<file path="config.mk">
export PLATFORM = sky130hd
export DESIGN_NAME = multicycle_controller_flat
export DESIGN_NICKNAME = d
export VERILOG_FILES = /design/src/rtl/rv32i_pkg.sv /design/src/rtl/multicycle_controller_if.sv /design/src/rtl/multicycle_controller_imm_sel_decode.sv /design/src/rtl/multicycle_controller.sv /design/src/flat_wrapper.sv
export SDC_FILE = /design/constraint.sdc
export NUM_CORES = 1
export LEC_CHECK = 0
export ABC_AREA = 1
export CAP_MARGIN = 15
export CORE_MARGIN = 2
export CORE_UTILIZATION = 41
export DETAILED_ROUTE_END_ITERATION = 7
export PLACE_DENSITY = 0.86
export SLEW_MARGIN = 20
export SYNTH_ARGS = -nofsm -noshare
export SYNTH_HDL_FRONTEND = slang
export SYNTH_HIERARCHICAL = 1
export SYNTH_SLANG_ARGS = --single-unit
</file>
<file path="constraint.sdc">
create_clock -name clk -period 3.3 [get_ports clk]
set_clock_uncertainty 0.05 [all_clocks]
set_input_delay 0.66 -clock clk [delete_from_list [all_inputs] [get_ports clk]]
set_output_delay 0.66 -clock clk [all_outputs]
set_load 0.05 [all_outputs]
</file>
<file path="src/rtl/rv32i_pkg.sv">
// Shared RV32I control encodings: immediate formats, opcodes, FSM states
// and datapath mux selects used by the multi-cycle controller.
package rv32i_pkg;

    typedef enum logic [2:0] {
        IMM_I     = 3'b000,
        IMM_S     = 3'b001,
        IMM_SHAMT = 3'b010,
        IMM_U     = 3'b011,
        IMM_B     = 3'b100,
        IMM_J     = 3'b101
    } extend_sel_e;

    typedef enum logic [2:0] {
        ST_FETCH  = 3'd0,
        ST_DECODE = 3'd1,
        ST_EXEC   = 3'd2,
        ST_MEM    = 3'd3,
        ST_WB     = 3'd4,
        ST_HALT   = 3'd5
    } state_e;

    localparam logic [6:0] OPC_LUI    = 7'b0110111;
    localparam logic [6:0] OPC_AUIPC  = 7'b0010111;
    localparam logic [6:0] OPC_JAL    = 7'b1101111;
    localparam logic [6:0] OPC_JALR   = 7'b1100111;
    localparam logic [6:0] OPC_BRANCH = 7'b1100011;
    localparam logic [6:0] OPC_LOAD   = 7'b0000011;
    localparam logic [6:0] OPC_STORE  = 7'b0100011;
    localparam logic [6:0] OPC_OP_IMM = 7'b0010011;
    localparam logic [6:0] OPC_OP     = 7'b0110011;

    localparam logic [1:0] PC_PLUS4 = 2'd0;
    localparam logic [1:0] PC_ALU   = 2'd1;
    localparam logic [1:0] PC_JALR  = 2'd2;

    localparam logic [1:0] WB_ALU = 2'd0;
    localparam logic [1:0] WB_MEM = 2'd1;
    localparam logic [1:0] WB_PC4 = 2'd2;
    localparam logic [1:0] WB_IMM = 2'd3;

endpackage

</file>
<file path="src/rtl/multicycle_controller_if.sv">
// Controller <-> datapath/memory bundle; master = controller.
// Counter signals exist only when PERF_COUNTERS_EN is defined.
interface multicycle_controller_if
`ifdef PERF_COUNTERS_EN
    #(parameter int CNT_W = 32)
`endif
    ;
    logic [31:0] mem_rdata;
    logic        mem_ready;
    logic        branch_taken;
    logic        mem_req;
    logic        mem_we;
    logic        mem_addr_sel;
    logic        ir_we;
    logic        pc_we;
    logic [1:0]  pc_sel;
    logic        alu_src_a;
    logic        alu_src_b;
    logic [2:0]  extend_sel;
    logic        reg_we;
    logic [1:0]  wb_sel;
    logic        halted;
    logic [31:0] pc_init;
`ifdef PERF_COUNTERS_EN
    logic [CNT_W-1:0] cycle_cnt;
    logic [CNT_W-1:0] instret_cnt;
`endif

    modport master (
        input  mem_rdata, mem_ready, branch_taken,
        output mem_req, mem_we, mem_addr_sel, ir_we, pc_we, pc_sel,
               alu_src_a, alu_src_b, extend_sel, reg_we, wb_sel,
               halted, pc_init
`ifdef PERF_COUNTERS_EN
        , cycle_cnt, instret_cnt
`endif
    );

    modport slave (
        output mem_rdata, mem_ready, branch_taken,
        input  mem_req, mem_we, mem_addr_sel, ir_we, pc_we, pc_sel,
               alu_src_a, alu_src_b, extend_sel, reg_we, wb_sel,
               halted, pc_init
`ifdef PERF_COUNTERS_EN
        , cycle_cnt, instret_cnt
`endif
    );

endinterface

</file>
<file path="src/rtl/multicycle_controller_imm_sel_decode.sv">
// Combinational opcode/funct3 -> immediate format and illegal-opcode flag.
module imm_sel_decode
    import rv32i_pkg::*;
(
    input  logic [6:0]  opcode,
    input  logic [2:0]  funct3,
    output extend_sel_e extend_sel,
    output logic        illegal
);

    logic is_shift;
    assign is_shift = (funct3 == 3'b001) || (funct3 == 3'b101);

    always_comb begin
        extend_sel = IMM_I;
        illegal    = 1'b0;
        unique case (1'b1)
            opcode == OPC_OP_IMM: extend_sel = is_shift ? IMM_SHAMT : IMM_I;
            opcode == OPC_LOAD:   extend_sel = IMM_I;
            opcode == OPC_JALR:   extend_sel = IMM_I;
            opcode == OPC_OP:     extend_sel = IMM_I;
            opcode == OPC_STORE:  extend_sel = IMM_S;
            opcode == OPC_LUI:    extend_sel = IMM_U;
            opcode == OPC_AUIPC:  extend_sel = IMM_U;
            opcode == OPC_BRANCH: extend_sel = IMM_B;
            opcode == OPC_JAL:    extend_sel = IMM_J;
            default:              illegal    = 1'b1;
        endcase
    end

endmodule

</file>
<file path="src/rtl/multicycle_controller.sv">
// Multi-cycle RV32I control FSM over shared memory and ALU.
// Define PERF_COUNTERS_EN to add cycle_cnt/instret_cnt outputs.
module multicycle_controller
    import rv32i_pkg::*;
#(
    parameter logic [31:0] RESET_PC = 32'h0000_0000
`ifdef PERF_COUNTERS_EN
    , parameter int CNT_W = 32
`endif
) (
    input  logic clk,
    input  logic rst_n,
    multicycle_controller_if.master bus
);

    localparam logic [2:0] S_FETCH  = ST_FETCH;
    localparam logic [2:0] S_DECODE = ST_DECODE;
    localparam logic [2:0] S_EXEC   = ST_EXEC;
    localparam logic [2:0] S_MEM    = ST_MEM;
    localparam logic [2:0] S_WB     = ST_WB;
    localparam logic [2:0] S_HALT   = ST_HALT;

    logic [2:0]  state, state_nxt;
    logic        started;
    logic [6:0]  opcode_q;
    logic [2:0]  funct3_q;
    extend_sel_e ext_q, dec_ext;
    logic        dec_illegal;
    logic [6:0]  dec_op;
    logic [2:0]  dec_f3;
    logic        fetch_done;

    // In FETCH decode the incoming word; afterwards the latched fields.
    assign dec_op = (state == S_FETCH) ? bus.mem_rdata[6:0] : opcode_q;
    assign dec_f3 = (state == S_FETCH) ? bus.mem_rdata[14:12] : funct3_q;

    imm_sel_decode u_dec (
        .opcode     (dec_op),
        .funct3     (dec_f3),
        .extend_sel (dec_ext),
        .illegal    (dec_illegal)
    );

    logic is_load, is_store, is_branch, is_jal, is_jalr;
    logic is_lui, is_auipc, is_op;
    assign is_load   = opcode_q == OPC_LOAD;
    assign is_store  = opcode_q == OPC_STORE;
    assign is_branch = opcode_q == OPC_BRANCH;
    assign is_jal    = opcode_q == OPC_JAL;
    assign is_jalr   = opcode_q == OPC_JALR;
    assign is_lui    = opcode_q == OPC_LUI;
    assign is_auipc  = opcode_q == OPC_AUIPC;
    assign is_op     = opcode_q == OPC_OP;

    // started keeps the first post-reset cycle quiet and drops
    // mem_req asynchronously with rst_n.
    assign fetch_done = (state == S_FETCH) && started && bus.mem_ready;

    always_comb begin
        state_nxt = state;
        case (state)
            S_FETCH:  if (fetch_done) state_nxt = S_DECODE;
            S_DECODE: state_nxt = dec_illegal ? S_HALT : S_EXEC;
            S_EXEC: begin
                if (is_branch)
                    state_nxt = S_FETCH;
                else if (is_load || is_store)
                    state_nxt = S_MEM;
                else
                    state_nxt = S_WB;
            end
            S_MEM:
                if (bus.mem_ready) state_nxt = is_store ? S_FETCH : S_WB;
            S_WB:     state_nxt = S_FETCH;
            S_HALT:   state_nxt = S_HALT;
            default:  state_nxt = S_HALT;
        endcase
    end

    always_ff @(posedge clk or negedge rst_n) begin
        if (!rst_n) begin
            state    <= S_FETCH;
            started  <= 1'b0;
            opcode_q <= '0;
            funct3_q <= '0;
            ext_q    <= IMM_I;
        end else begin
            state   <= state_nxt;
            started <= 1'b1;
            if (fetch_done) begin
                opcode_q <= bus.mem_rdata[6:0];
                funct3_q <= bus.mem_rdata[14:12];
                ext_q    <= dec_ext;
            end
        end
    end

    always_comb begin
        bus.mem_req      = 1'b0;
        bus.mem_we       = 1'b0;
        bus.mem_addr_sel = 1'b0;
        bus.ir_we        = 1'b0;
        bus.pc_we        = 1'b0;
        bus.pc_sel       = PC_PLUS4;
        bus.alu_src_a    = 1'b0;
        bus.alu_src_b    = 1'b0;
        bus.reg_we       = 1'b0;
        bus.wb_sel       = WB_ALU;
        case (state)
            S_FETCH: begin
                bus.mem_req = started;
                bus.ir_we   = fetch_done;
                bus.pc_we   = fetch_done;
            end
            S_EXEC: begin
                bus.alu_src_a = is_auipc || is_jal || is_branch;
                bus.alu_src_b = !is_op;
                if (is_branch) begin
                    bus.pc_sel = PC_ALU;
                    bus.pc_we  = bus.branch_taken;
                end
            end
            S_MEM: begin
                bus.mem_req      = 1'b1;
                bus.mem_addr_sel = 1'b1;
                bus.mem_we       = is_store;
            end
            S_WB: begin
                bus.reg_we = 1'b1;
                if (is_load)
                    bus.wb_sel = WB_MEM;
                else if (is_jal || is_jalr)
                    bus.wb_sel = WB_PC4;
                else if (is_lui)
                    bus.wb_sel = WB_IMM;
                bus.pc_we = is_jal || is_jalr;
                if (is_jal)
                    bus.pc_sel = PC_ALU;
                else if (is_jalr)
                    bus.pc_sel = PC_JALR;
            end
            default: ;
        endcase
    end

    assign bus.extend_sel = ext_q;
    assign bus.halted     = state == S_HALT;
    assign bus.pc_init    = RESET_PC;

`ifdef PERF_COUNTERS_EN
    logic retire;
    assign retire = (state_nxt == S_FETCH) &&
                    ((state == S_EXEC) || (state == S_MEM) || (state == S_WB));

    always_ff @(posedge clk or negedge rst_n) begin
        if (!rst_n) begin
            bus.cycle_cnt   <= '0;
            bus.instret_cnt <= '0;
        end else begin
            if (state != S_HALT) bus.cycle_cnt <= bus.cycle_cnt + 1'b1;
            if (retire) bus.instret_cnt <= bus.instret_cnt + 1'b1;
        end
    end
`endif

endmodule

</file>
<file path="src/flat_wrapper.sv">
// flat-port wrapper written by rule: the top's interface ports become plain ports
module multicycle_controller_flat import rv32i_pkg::*;
#(
    parameter logic [31:0] RESET_PC = 32'h0000_0000

)
  (clk, rst_n, bus_mem_rdata, bus_mem_ready, bus_branch_taken, bus_mem_req, bus_mem_we, bus_mem_addr_sel, bus_ir_we, bus_pc_we, bus_pc_sel, bus_alu_src_a, bus_alu_src_b, bus_extend_sel, bus_reg_we, bus_wb_sel, bus_halted, bus_pc_init);
  multicycle_controller_if bus_i ();
  input  logic clk;
  input  logic rst_n;
  input wire logic [$bits(bus_i.mem_rdata)-1:0] bus_mem_rdata;
  input wire logic [$bits(bus_i.mem_ready)-1:0] bus_mem_ready;
  input wire logic [$bits(bus_i.branch_taken)-1:0] bus_branch_taken;
  output wire logic [$bits(bus_i.mem_req)-1:0] bus_mem_req;
  output wire logic [$bits(bus_i.mem_we)-1:0] bus_mem_we;
  output wire logic [$bits(bus_i.mem_addr_sel)-1:0] bus_mem_addr_sel;
  output wire logic [$bits(bus_i.ir_we)-1:0] bus_ir_we;
  output wire logic [$bits(bus_i.pc_we)-1:0] bus_pc_we;
  output wire logic [$bits(bus_i.pc_sel)-1:0] bus_pc_sel;
  output wire logic [$bits(bus_i.alu_src_a)-1:0] bus_alu_src_a;
  output wire logic [$bits(bus_i.alu_src_b)-1:0] bus_alu_src_b;
  output wire logic [$bits(bus_i.extend_sel)-1:0] bus_extend_sel;
  output wire logic [$bits(bus_i.reg_we)-1:0] bus_reg_we;
  output wire logic [$bits(bus_i.wb_sel)-1:0] bus_wb_sel;
  output wire logic [$bits(bus_i.halted)-1:0] bus_halted;
  output wire logic [$bits(bus_i.pc_init)-1:0] bus_pc_init;
  assign bus_i.mem_rdata = bus_mem_rdata;
  assign bus_i.mem_ready = bus_mem_ready;
  assign bus_i.branch_taken = bus_branch_taken;
  assign bus_mem_req = bus_i.mem_req;
  assign bus_mem_we = bus_i.mem_we;
  assign bus_mem_addr_sel = bus_i.mem_addr_sel;
  assign bus_ir_we = bus_i.ir_we;
  assign bus_pc_we = bus_i.pc_we;
  assign bus_pc_sel = bus_i.pc_sel;
  assign bus_alu_src_a = bus_i.alu_src_a;
  assign bus_alu_src_b = bus_i.alu_src_b;
  assign bus_extend_sel = bus_i.extend_sel;
  assign bus_reg_we = bus_i.reg_we;
  assign bus_wb_sel = bus_i.wb_sel;
  assign bus_halted = bus_i.halted;
  assign bus_pc_init = bus_i.pc_init;
  multicycle_controller #(.RESET_PC(RESET_PC)) u_core (.clk(clk), .rst_n(rst_n), .bus(bus_i));
endmodule
</file>
-- After elaboration in Yosys (flattened, before gate mapping)
Cells that the tools add are included.
- register bits after elaboration: 17
- input bits: 36
- output and inout port bits: 48
- eq/ne operators: 26
- multiplexer cells: 28
- reduce and logical (&&, ||, !) cells: 12
- operator list (operator ; number):
    $eq 7x6->1 const B ; 6
    $eq 7x7->1 const B ; 6
    $pmux 3 s5 ; 2
    $eq 7x5->1 const B ; 3
    $mux 3 ; 7
    $eq 7x2->1 const B ; 2
    $mux 2 ; 7
    $eq 3x3->1 const B ; 3
    $reduce_or 9->1 ; 1
    $mux 1 ; 8
    $mux 7 ; 1
    $eq 3x1->1 const B ; 2
    $eq 3x2->1 const B ; 2
    $logic_or 1x1->1 ; 5
    $pmux 2 s2 ; 1
    $logic_not 3->1 ; 1
    $pmux 1 s3 ; 1
    $logic_and 1x1->1 ; 2
    $ne 2x1->1 const B ; 1
    $ne 2x2->1 const B ; 1
    $pmux 1 s2 ; 1
    $reduce_and 2->1 ; 1
    $reduce_or 2->1 ; 1
    $logic_not 1->1 ; 1

-- Depth between registers and ports, before layout
Gate-level depths: netlist (run 1).
- depth in word-level cells: 6
- gate-level depth with buffers: 17
- mapped depth without buffers: 16

-- Modules after synthesis
The synthesis (run 1) kept the hierarchy.
- by module, submodules not included (module ; times used ; cells an instance ; area each (um2) ; seq. area each (um2)):
    multicycle_controller ; 1 ; 180 ; 1290.0 ; 425.4
    imm_sel_decode ; 1 ; 29 ; 135.1 ; 0.0

-- Worst setup path before layout (run 1)
OpenSTA, ideal clock, no wires.
- path kind: register to output
- from: reg u_core.state[2]
- to: out bus_pc_sel[0]
- arrival time: 1.635 ns
- slack: 0.955 ns
- cell stages (with the launch flop): 4
- path buffers: 0
- cell sequence: dfrtp_1 -> nor3_2 -> inv_1 -> o22ai_1
- word-level cells in the longest chain between the ends: 2
- elaborated cells on any way between the ends: 3
- ends and longest elaborated chain (element ; line ; text):
    start: declaration ; multicycle_controller.sv:23 ; logic [2:0] state, state_nxt;
    start signal: assignment ; multicycle_controller.sv:88 ; state <= state_nxt;
    $eq 3x3->1 or $eq 3x2->1 (tied branches) ; multicycle_controller.sv:109 ; case (state)
    $pmux 2 s2 * ; multicycle_controller.sv:109 ;
    end: declaration ; flat_wrapper.sv:19 ; output wire logic [$bits(bus_i.pc_sel)-1:0] bus_pc_sel;
Mark *: on every way between the ends. The rest lies on a longest branch, timed or not.

-- Worst setup path in the final report (run 1)
Ends and elaborated chain as after synthesis.

==> results of run 1 <==
==> registers in the layout (all words and copies together) (netlist names) <==
name and flops:
u_core/opcode_q 7, u_core/bus.extend_sel 3, u_core/state 3, u_core/funct3_q 2, u_core/started 1
==> path summary, 6_finish.rpt <==
path / start / end / slack (ps) / cells past startpoint
min in group asynchronous: rst_n / u_core/state[1] / 750 / 1
max reg2reg: u_core/state[0] / u_core/state[0] / 940 / 16
max in group asynchronous: rst_n / u_core/opcode_q[1] / 1980 / 1
max: u_core/state[2] / bus_pc_sel[0] / 340 / 4
min reg2reg: u_core/bus.extend_sel[2] / u_core/bus.extend_sel[2] / 440 / 2
min: u_core/bus.extend_sel[2] / u_core/bus.extend_sel[2] / 440 / 2
==> cell type report <==
class                           instances  share of cell area, %
Multi-Input combinational cell        158                   45.6
Sequential cell                        16                   25.0
Timing Repair Buffer                   28                   17.9
Inverter                               24                   5.62
Tap cell                               46                   3.59
Clock buffer                            4                   2.26
==> layout by cell type, fill, tap and decap left out, drive strengths merged, types with 2 or more instances in the layout <==
cell type and count:
buf 2, nor3 4, clkdlybuf4s50 26, inv 24, a21oi 4, nor2 23, clkbuf 4, nand2 53
dfrtp 16, nand3 9, conb 33, o21ai 22, nand4 5
==> critical path, cell delays in order, from the launching register on <==
cell	delay, ps
dfrtp_1	480
nor3_2	390
inv_1	110
o22ai_1	180
clkdlybuf4s50_1	820
==> power by group through the flow <==
stage,clock network (W),registers [W],logic [W]
after floorplan,0,0.000355,0.000677
after global placement,0,0.000340,0.000797
after detailed placement,0,0.000343,0.000817
after CTS,0.000132,0.000339,0.000824
after global routing,0.000142,0.000351,0.000924
final,0.000128,0.000340,0.000824
==> stage by stage <==
step                      hold WS [ps]  instances  instance area, µm²  worst slack, ps  total power [W]
final                              442        276                1600              338          0.00129
after global routing               461        276                1600              157          0.00142
after CTS                          449        276                1600              326          0.00129
after detailed placement           425        272                1570              654          0.00116
after global placement             422        272                1570              675          0.00114
after floorplan                    314        234                1500              955          0.00103
==> metal layers <==
metal / vias up / wire [µm]
li1: 633 / -
met1: 566 / 1140
met2: 44 / 1400
met3: 2 / 102
met4: 0 / 23
met5: - / 0
==> results.md, run 1 <==
- Worst-Margin Slew: 733 ps
- Die Ht: 62.0 µm
- Final Slew Violations: 0
- Nets: 267
- Routed via count: 1245
- Maxcap violations: 0
- Synthesis-to-layout area growth: 16.3%
- Sw Share: 55.7%
- I/O pins: 84
- Setup repair after global routing missed its margin: no
- GRT Total Usage: 15.8%
- Pwr dens: 805 mW/mm²
- Root Driver: clkbuf_4
- Fin util: 48.8%
- Peak VDD IR: 0.293 mV
- Sw Pwr: 0.000719 W
- Starting Density: 42.0%
- Drc violations: 0
- Crit path time final: 2960 ps
- GRT overflow: 0
- Gate power share: 63.8%
- Outcome: finished clean
- Post-DP HPWL: 2140 µm
- Met1 usage in global routing: 18.9%
- CTS Sinks: 16
- Max-Slew Margin vs Limit: 51.0%
- Ys Warns: 6
- Final period util: 89.8%
- # resized after CTS: 0
- Crit Path Category: flip-flop to output port
- Filler cells: 327
- PortBufs: 28
- Global Route met3 Usage: 0.621%
- Top Usage Layer GRT: met2
- Die ar.: 0.00384 mm²
- P_leak: 0.763 nW
- RePlAce Congestion: 0.813
- Clock power share: 9.9%
- Final ANT Viol Nets: 0
- GR Layer Usage met2: 29.8%
- Number of global-route vias before repair: 1115
- Avg Inst Size Synth: 6.79 µm²
- CTS tree: yes
- Core area: 0.00328 mm²
- Post-Synthesis Cells: 203
- Crit-path max FO: 6
- Worst hold-check path type: flip-flop to flip-flop
- Storage cell area: 400 µm²
- Drt initial violations: 57
- Signal arrival time at the worst endpoint: 2250 ps
- CTS Buf Count: 3
- Max Root-Sink Buffers: 2
- Internal power: 0.000573 W
- TNS Setup: 0 ps
- Number of antenna violations at the first check in global routing: 0
- Drt total wl: 2660 µm
- Largest net degree at the start of global routing: 24
- Antenna diodes: 0
- Reg power frac: 26.3%
- Clk slew on worst S/H paths: 90 ps
- CP Data Required Time: 2590 ps
- Vias/cell: 4.51
- CP endpoint kind: output port
- Area taken by multi-input logic gates: 732 µm²
- First-pass DRT Iterations: 4
- Crit path launch type: flip-flop
- Finish-stage setup viols: 0
- Final Hold Fails: 0
- First-pass GRT wire length: 4620 µm
- H-tree levels: 1
- Post-CTS setup buffers: 0
- Clock Latency Late Sink: 280 ps
- Row count: 21
- Share of cells above drive strength 1: 12.2%
- Peak Freq: 338 MHz
- Die width: 62.0 µm
- Wire per inst: 9.63 µm
- Post-synthesis cell area: 0.00138 mm²
- Hold buffers post-CTS: 0
No activity file was read; power rests on OpenSTA's default activity.
==> run 2: changes to the inputs <==
- CTS_BUF_LIST: not set -> sky130_fd_sc_hd__clkbuf_16
==> run 2 against run 1 <==
Sequential cell count did not move. Register-to-register slack got worse by 40 ps. First-iteration DRC count down 5.3%. Clock-buffer cell count down 1. Critical path type unchanged.
==> results.md, run 2 (synthesis gave the netlist of run 1 again) <==
- Clock Latency Late Sink: 250 ps
- PortBufs: 28
- Final Hold Fails: 0
- Crit path top cell by count: nand2_1
- Worst r2r path cells: 16
- Filler cells: 317
- Critical-path cell list: nor2_4, nand2_1, inv_2, nand2_1, nand2_1, clkdlybuf4s50_1
- Most frequent cells in the layout: nand2_1, conb_1, clkdlybuf4s50_1, o21ai_1
- Crit path launch: u_core/state[0]
- Signal arrival time at the worst endpoint: 2210 ps
- Peak Freq: 343 MHz
- Reg-to-Reg Start: u_core/state[0]
- Die width: 62.0 µm
- Row count: 21
- Largest Register: u_core/opcode_q
- CP delay by family, top: buffers and inverters
- Share of cells above drive strength 1: 11.7%
- Number of global-route vias before repair: 1105
- Post-DP HPWL: 2140 µm
- Hold Path Depth: 2
- Setup repair after global routing missed its margin: no
- Max-Slew Margin vs Limit: 50.0%
- Core area: 0.00328 mm²
- CP max-delay cell: clkdlybuf4s50_1
- CP Data Required Time: 2590 ps
- Vias/cell: 4.55
- Stages on worst setup path: 6
- Max layer used: met4
- Finish-stage setup viols: 0
- # resized after CTS: 0
- Final period util: 88.4%
- Max Root-Sink Buffers: 2
- CP max stage delay: 790 ps
- P_leak: 0.780 nW
- Maxcap violations: 0
- Largest register FFs: 7
- Starting Density: 42.0%
- WL met1: 1150 µm
- Final ANT Viol Nets: 0
- Met2 WL: 1470 µm
- Wire length on met3: 126 µm
- First-pass GRT wire length: 4780 µm
- Crit-path max FO: 20
- Hold buffers post-CTS: 0
- Root Driver: clkbuf_16
- Worst hold-check path type: flip-flop to flip-flop
- Crit path time final: 2920 ps
- Hold Crit Start: u_core/bus.extend_sel[2]
- CTS Sinks: 16
- Die Ht: 62.0 µm
- H-tree levels: 1
- Worst-Margin Slew: 748 ps
- Largest net degree at the start of global routing: 24
- Synthesis-to-layout area growth: 19.4%
- Antenna diodes: 0
- Placed cell count: 272
- RePlAce Congestion: 0.813
- Clk slew on worst S/H paths: 50 ps
- Die ar.: 0.00384 mm²
- Post-Layout Cell Count: 276
- Post-CTS setup buffers: 0
- Crit path launch type: flip-flop
- Pwr dens: 859 mW/mm²
- Min Hold Slack: 434 ps
- Critical path buffers and inverters: 2
- CTS tree: yes
- Wire per inst: 10.2 µm
- First-pass DRT Iterations: 4
- TNS Setup: 0 ps
- Outcome: finished clean
- Drc violations: 0
- GRT Total Usage: 16.9%
- Routed via count: 1257
- Number of antenna violations at the first check in global routing: 0
- CTS Buf Count: 3
- I/O pins: 84
- CP endpoint kind: output port
- Area taken by multi-input logic gates: 732 µm²
- Storage cell area: 400 µm²
- GRT overflow: 0
- Crit Path Category: flip-flop to output port
- Final Slew Violations: 0
- Peak VDD IR: 0.297 mV
- Commonest non-fill, non-tap cell in the layout: nand2_1
- Drt total wl: 2820 µm
- Nets: 267
- Drt initial violations: 54
==> run 2: cell types whose count changed in the layout (fill, tap and decap cells not counted) <==
cell	change
clkinv_1	+1
clkbuf_16	+3
clkbuf_4	-3
clkbuf_8	-1
==> run 2: area by class of cell <==
| type | instances | share of cell area [%] |
|---|---|---|
| Clock inverter | 1 | 0.228 |
| Clock buffer | 3 | 4.56 |
| Sequential cell | 16 | 24.3 |
| Tap cell | 46 | 3.50 |
| Inverter | 24 | 5.47 |
| Multi-Input combinational cell | 158 | 44.5 |
| Timing Repair Buffer | 28 | 17.5 |
==> run 2: path summary, 6_finish.rpt <==
path                                            endpoint  slack [ps]
worst max-delay path                         bus_mem_req         380
worst min-delay path            u_core/bus.extend_sel[2]         430
worst max register to register           u_core/state[0]         900
worst min register to register  u_core/bus.extend_sel[2]         430
max in group asynchronous             u_core/funct3_q[1]        1920
min in group asynchronous                u_core/state[1]         800
==> run 2: through the flow <==
step	worst slack, ps	util, %	area (µm²)	power, W
2_1_floorplan	955	-	1500	0.00103
3_3_place_gp	675	47.7	1570	0.00114
3_5_place_dp	654	47.7	1570	0.00116
4_1_cts	379	50.1	1650	0.00142
5_1_grt	215	50.1	1650	0.00154
6_report	383	50.1	1650	0.00141
==> run 2: report_power, final <==
group	switching, W	internal (W)	total [W]
clock network	0.0000759	0.000161	0.000237
logic	0.000603	0.000233	0.000836
registers	0.0000674	0.000273	0.000341
==> run 2: routing by layer <==
metal | vias up | global-route usage, %
met5 | - | 0
met4 | 0 | 8.21
met3 | 7 | 1.24
met2 | 48 | 30.7
met1 | 567 | 19.8
li1 | 635 | -
==> run 2: tightest hold or removal path, stage by stage, from the launching register on <==
cell and delay (ps):
dfrtp_1 340, nand2_1 50, nand2_1 60
